[src/rtl/mem_bus_arbiter_pkg.sv]
// rtl/mem_bus_arbiter_pkg.sv - shared types and constants for the memory bus arbiter
package mem_bus_arbiter_pkg;

  typedef enum logic {
    ST_IDLE = 1'b0,
    ST_BUSY = 1'b1
  } state_e;

  localparam logic M_CPU = 1'b0;
  localparam logic M_AUX = 1'b1;

  // Also compiled into the firmware headers as the bus-error read pattern.
  localparam logic [31:0] ERR_RDATA_DEFAULT = 32'hDEAD_BEEF;

  localparam int ERR_COUNT_W = 8;

  function automatic logic pick_master(input logic v0, input logic v1,
                                       input logic last_served, input logic round_robin);
    if (v0 && v1) return round_robin ? ~last_served : M_CPU;
    if (v1) return M_AUX;
    return M_CPU;
  endfunction

endpackage

[src/rtl/bus_timeout_wdt.sv]
// rtl/bus_timeout_wdt.sv - bus access watchdog with error address capture and saturating count
module bus_timeout_wdt
  import mem_bus_arbiter_pkg::*;
#(
  parameter int TIMEOUT_CYCLES = 255
) (
  input  logic                   clock,
  input  logic                   resetn,
  input  logic                   run,
  input  logic                   ack,
  input  logic [31:0]            addr,
  output logic                   expire,
  output logic [31:0]            err_addr,
  output logic [ERR_COUNT_W-1:0] err_count
);

  localparam logic [15:0] LAST = 16'(TIMEOUT_CYCLES - 1);
  localparam logic [ERR_COUNT_W-1:0] CNT_MAX = '1;

  logic [15:0]            cnt_q, cnt_d;
  logic [31:0]            err_addr_q, err_addr_d;
  logic [ERR_COUNT_W-1:0] err_count_q, err_count_d;

  // An ack in the final cycle beats the timeout, so expire is masked by ack.
  always_comb begin
    expire      = run && !ack && (cnt_q == LAST);
    cnt_d       = (run && !ack && !expire) ? cnt_q + 16'd1 : 16'd0;
    err_addr_d  = expire ? addr : err_addr_q;
    err_count_d = err_count_q;
    if (expire && (err_count_q != CNT_MAX)) err_count_d = err_count_q + 1'b1;
  end

  always_ff @(posedge clock or negedge resetn) begin
    if (!resetn) begin
      cnt_q       <= '0;
      err_addr_q  <= '0;
      err_count_q <= '0;
    end else begin
      cnt_q       <= cnt_d;
      err_addr_q  <= err_addr_d;
      err_count_q <= err_count_d;
    end
  end

  assign err_addr  = err_addr_q;
  assign err_count = err_count_q;

endmodule

[src/rtl/mem_bus_arbiter.sv]
// rtl/mem_bus_arbiter.sv - two-master arbiter for the PicoRV32 native memory bus
module mem_bus_arbiter
  import mem_bus_arbiter_pkg::*;
#(
  parameter int          TIMEOUT_CYCLES = 255,
  parameter bit          ROUND_ROBIN    = 1'b1,
  parameter logic [31:0] ERR_RDATA      = ERR_RDATA_DEFAULT
) (
  input  logic                   clock,
  input  logic                   resetn,
  input  logic                   m0_valid,
  input  logic [31:0]            m0_addr,
  input  logic [31:0]            m0_wdata,
  input  logic [3:0]             m0_wstrb,
  output logic                   m0_ready,
  output logic [31:0]            m0_rdata,
  input  logic                   m1_valid,
  input  logic [31:0]            m1_addr,
  input  logic [31:0]            m1_wdata,
  input  logic [3:0]             m1_wstrb,
  output logic                   m1_ready,
  output logic [31:0]            m1_rdata,
  output logic                   s_valid,
  output logic [31:0]            s_addr,
  output logic [31:0]            s_wdata,
  output logic [3:0]             s_wstrb,
  input  logic                   s_ready,
  input  logic [31:0]            s_rdata,
  output logic                   bus_err,
  output logic [31:0]            err_addr,
  output logic [ERR_COUNT_W-1:0] err_count,
  output logic                   owner
);

  state_e state_q, state_d;
  logic   owner_q, owner_d;
  logic   last_q, last_d;

  logic        busy, run, done, expire;
  logic        own_valid;
  logic [31:0] own_addr, own_wdata, fin_rdata;
  logic [3:0]  own_wstrb;

  assign busy      = (state_q == ST_BUSY);
  assign own_valid = (owner_q == M_AUX) ? m1_valid : m0_valid;
  assign own_addr  = (owner_q == M_AUX) ? m1_addr  : m0_addr;
  assign own_wdata = (owner_q == M_AUX) ? m1_wdata : m0_wdata;
  assign own_wstrb = (owner_q == M_AUX) ? m1_wstrb : m0_wstrb;

  // A withdrawn request stops the watchdog, so it can neither complete nor time out.
  assign run  = busy && own_valid;
  assign done = run && s_ready;

  bus_timeout_wdt #(
    .TIMEOUT_CYCLES (TIMEOUT_CYCLES)
  ) u_wdt (
    .clock     (clock),
    .resetn    (resetn),
    .run       (run),
    .ack       (s_ready),
    .addr      (own_addr),
    .expire    (expire),
    .err_addr  (err_addr),
    .err_count (err_count)
  );

  always_comb begin
    s_valid   = run && !expire;
    s_addr    = busy ? own_addr  : 32'd0;
    s_wdata   = busy ? own_wdata : 32'd0;
    s_wstrb   = busy ? own_wstrb : 4'd0;
    bus_err   = expire;
    fin_rdata = expire ? ERR_RDATA : s_rdata;
    m0_ready  = 1'b0;
    m1_ready  = 1'b0;
    m0_rdata  = 32'd0;
    m1_rdata  = 32'd0;
    if (done || expire) begin
      if (owner_q == M_AUX) begin
        m1_ready = 1'b1;
        m1_rdata = fin_rdata;
      end else begin
        m0_ready = 1'b1;
        m0_rdata = fin_rdata;
      end
    end
  end

  always_comb begin
    state_d = state_q;
    owner_d = owner_q;
    last_d  = last_q;
    case (state_q)
      ST_IDLE: begin
        if (m0_valid || m1_valid) begin
          owner_d = pick_master(m0_valid, m1_valid, last_q, ROUND_ROBIN);
          state_d = ST_BUSY;
        end
      end
      ST_BUSY: begin
        if (!own_valid) begin
          state_d = ST_IDLE;
        end else if (done || expire) begin
          state_d = ST_IDLE;
          last_d  = owner_q;
        end
      end
      default: state_d = ST_IDLE;
    endcase
  end

  // last_q resets to the aux master so the CPU wins the first contest.
  always_ff @(posedge clock or negedge resetn) begin
    if (!resetn) begin
      state_q <= ST_IDLE;
      owner_q <= M_CPU;
      last_q  <= M_AUX;
    end else begin
      state_q <= state_d;
      owner_q <= owner_d;
      last_q  <= last_d;
    end
  end

  assign owner = owner_q;

endmodule

[config.mk]
export PLATFORM = sky130hd
export DESIGN_NAME = mem_bus_arbiter
export DESIGN_NICKNAME = d
export VERILOG_FILES = /design/src/rtl/mem_bus_arbiter_pkg.sv /design/src/rtl/bus_timeout_wdt.sv /design/src/rtl/mem_bus_arbiter.sv
export SDC_FILE = /design/constraint.sdc
export NUM_CORES = 1
export LEC_CHECK = 0
export CAP_MARGIN = 20
export CORE_AREA = 2 2 135 137
export DETAILED_ROUTE_END_ITERATION = 8
export DIE_AREA = 0 0 137 139
export GPL_TIMING_DRIVEN = 0
export PLACE_DENSITY_LB_ADDON = 0.08
export RECOVER_POWER = 25
export SLEW_MARGIN = 0
export SYNTH_ARGS = -nofsm -noshare
export SYNTH_HDL_FRONTEND = slang
export SYNTH_SLANG_ARGS = --single-unit
[constraint.sdc]
create_clock -name clock -period 3.72 [get_ports clock]
set_clock_uncertainty 0.15 [all_clocks]
set_input_delay 0.558 -clock clock [delete_from_list [all_inputs] [get_ports clock]]
set_output_delay 0.558 -clock clock [all_outputs]
set_load 0.01 [all_outputs]
==> metrics, run 1 <==
Rows 49; Syn Nets 658; fin area 8000 um^2; die height 139 um; Yosys reg bits 59; Vias 4758; vias per cell 4.40; Gate Count Post-Synth 482; pin count of the biggest net entering global routing 39; Leakage Power 0.00341 uW; GP Congestion 0.948; Pins Over Slew Limit 39; share of cells above drive strength 1 0.0481; DR WL/cell 19.1 um; GRT Overall Usage 0.210; Max FO, Critical Path 10; CTS tree yes; min Tclk post-route 3.53 ns; YS warnings 0; Pwr Total 3510 uW; Final setup viols 0; Yosys cell types 34; first-pass GRT wire length 29.6 mm; CP Cell Sequence inv_1 > ha_1 > nor4b_4 > nand4_4 > a21oi_2 > nand2_2 > clkbuf_2 > nor2_1 > clkdlybuf4s50_1; Final nets 1023; DIE AREA 19000 um^2; total area of sequential cells 1480 um^2; H-tree depth 3; Post-DP Area 7650 um^2; clock sink count 59; post-route clock period utilization 0.949; Data arrival, critical path 2.82 ns; CP Capture Type primary output; maximum VDD drop 0.239 mV; clk root buf clkbuf_16; DRT Pass-1 Iters 4; worst rel slew slack -0.208; HP Class in2async; worst endpoint required time 3.01 ns; worst slew pin tran 1.81 ns; Worst-Skew Late Latency 0.33 ns; Critical-path top delay cell clkdlybuf4s50_1; Num CTS Buffers 9; DRC 0; Cell Pwr Density 439 nW/um^2; Core Area 17700 um^2; WHS 0.319 ns; num ports 350; Setup Crit Path Kind reg2out; GRT overflow 0; number of fillers in the final layout 1720; Achievable Freq 283 MHz; final hold vios 0; Die X 137 um; DRT iter0 DRCs 124; Avg Inst Size Synth 8.01 um^2; area of the multi-input gates 2260 um^2; Synth Cell Area 3860 um^2; Non-Filler Instances 1081; Max-Cap Viols 1; ANT nets after route 0; status finished with violations; final wirelength 20.7 mm; antenna violations before repair 0; hpwl dp 17.1 mm; setup tns final 0 ns; largest stage delay on the critical path 0.57 ns; clock buffer depth 2; Port Buffer Count 349; Initial Utilization 0.219; vias in the first global route 4825; Startpoint Class flip-flop; Area Overhead vs Synth 107%; # diodes 0; Placed Cells 1061; failing checks capacitance limit, slew limit; post-synthesis sequential area ratio 0.383; Reg clk slew, reported paths 0.05 ns
## metrics by stage
| step | worst slack [ns] | utilization |
|---|---|---|
| final | 0.190 | 0.453 |
| after global placement | -0.424 | 0.433 |
| after CTS | 0.0323 | 0.452 |
| after detailed placement | -0.439 | 0.434 |
| after floorplan | 1.23 | - |
| after global routing | -0.0134 | 0.453 |
## cell type report
type | count | area share
Tap cell | 229 | 0.0358
Clock inverter | 5 | 0.00657
Clock buffer | 11 | 0.0303
Buffer | 29 | 0.0155
Multi-Input combinational cell | 385 | 0.282
Timing Repair Buffer | 354 | 0.441
Sequential cell | 59 | 0.185
Inverter | 9 | 0.00422
## timing repair
action	4_1_cts	5_1_grt
buffers inserted	3	1
pin swaps	1	0
hold buffers	0	0
endpoints found under the setup margin	51	41
resized for setup	6	8
## power breakdown
group | internal (uW) | switching [uW]
combinational | 1000 | 1010
sequential | 664 | 13.2
clock | 532 | 290
total | 2200 | 1310
## per-layer routing
metal	GRT usage	vias up	part of all wire
li1	-	2315	-
met1	0.232	2224	0.38
met2	0.371	196	0.50
met3	0.0727	23	0.097
met4	0.0689	0	0.023
met5	0	-	0
## worst max-delay path, delay by kind of cell (launching register included)
family                   cells  cell delay [ns]
buffers and inverters        3             0.90
AND/OR/NAND/NOR              4             0.76
flip-flops                   1             0.43
AO/OA/AOI/OAI                1             0.25
adder cells (fa/ha/maj)      1             0.16
## Yosys cell counts (all sizes together)
| master | n | area share |
|---|---|---|
| nor2b | 2 | 0.0032 |
| mux2i | 68 | 0.18 |
| and2 | 16 | 0.026 |
| and4 | 2 | 0.0045 |
| clkbuf | 25 | 0.024 |
| nor4 | 1 | 0.0055 |
| xnor2 | 12 | 0.027 |
| nor4b | 1 | 0.0062 |
| mux2 | 3 | 0.0088 |
| and3 | 2 | 0.0032 |
| nand2 | 10 | 0.010 |
| a31oi | 1 | 0.0016 |
| nor3 | 5 | 0.0078 |
| or3b | 1 | 0.0023 |
| ha | 3 | 0.0097 |
| nor2 | 194 | 0.19 |
| nand4 | 7 | 0.013 |
| and4bb | 1 | 0.0032 |
| or3 | 2 | 0.0032 |
| o21ai | 3 | 0.0039 |
| a21oi | 35 | 0.045 |
| xor2 | 7 | 0.016 |
| nand2b | 2 | 0.0032 |
| dfstp | 1 | 0.0068 |
| nand3 | 7 | 0.0091 |
| dfrtp | 58 | 0.38 |
| inv | 9 | 0.0088 |
| buf | 4 | 0.0058 |
## sequential cells by signal, summed over array words and instances, names as in the netlist
name             count
u_wdt.err_count      8
u_wdt.cnt_q         16
last_q               1
busy                 1
owner                1
u_wdt.err_addr      32
## cell usage in the layout, fill, tap and decap left out, types with 2 or more instances in the layout
master and count:
nor2b_1 2, ha_1 3, clkbuf_1 21, o21ai_0 3
nand2_2 3, nand4_1 6, xor2_1 7, nand2_1 7
mux2_2 2, clkbuf_2 6, and2_1 16, buf_2 3
and4_1 2, or3_1 2, xnor2_1 12, clkbuf_16 9
and3_1 2, inv_1 9, buf_4 5, mux2i_1 68
nor2_1 194, clkdlybuf4s50_1 348, nor3_1 4, clkinv_2 3
a21oi_1 34, nand3_1 7, nand2b_1 2, dfrtp_1 58
## final timing paths
kind | slack (ns) | endpoint | cells past startpoint | from
max | 0.19 | m1_rdata[25] | 9 | u_wdt.cnt_q[0]
min | 0.32 | u_wdt.err_count[1] | 1 | resetn
max reg2reg | 1.22 | u_wdt.err_count[5] | 8 | u_wdt.cnt_q[0]
min reg2reg | 0.35 | last_q | 2 | last_q
max in group asynchronous | 0.69 | u_wdt.err_addr[28] | 2 | resetn
min in group clock | 0.35 | last_q | 2 | last_q
## cells by family (layout without fill, tap and decap cells)
family                     count (synthesis)  count (layout)  share of synthesized area
AOI/OAI and AO/OA                         39              39                     0.0509
muxes                                     71              71                      0.185
xor gates and xnor gates                  19              19                     0.0431
and+or+nand+nor                          253             253                      0.289
DFF                                       59              59                      0.383
adders and majority gates                  3               3                    0.00973
buffers and inverters                     38             408                     0.0389
No activity file was read; power rests on OpenSTA's default activity.
==> run 2, diff against run 1 <==
- SKIP_LAST_GASP: default -> 1
==> results of run 2 <==
Same layout as run 1: the final DEF is identical, and so are final timing and power.
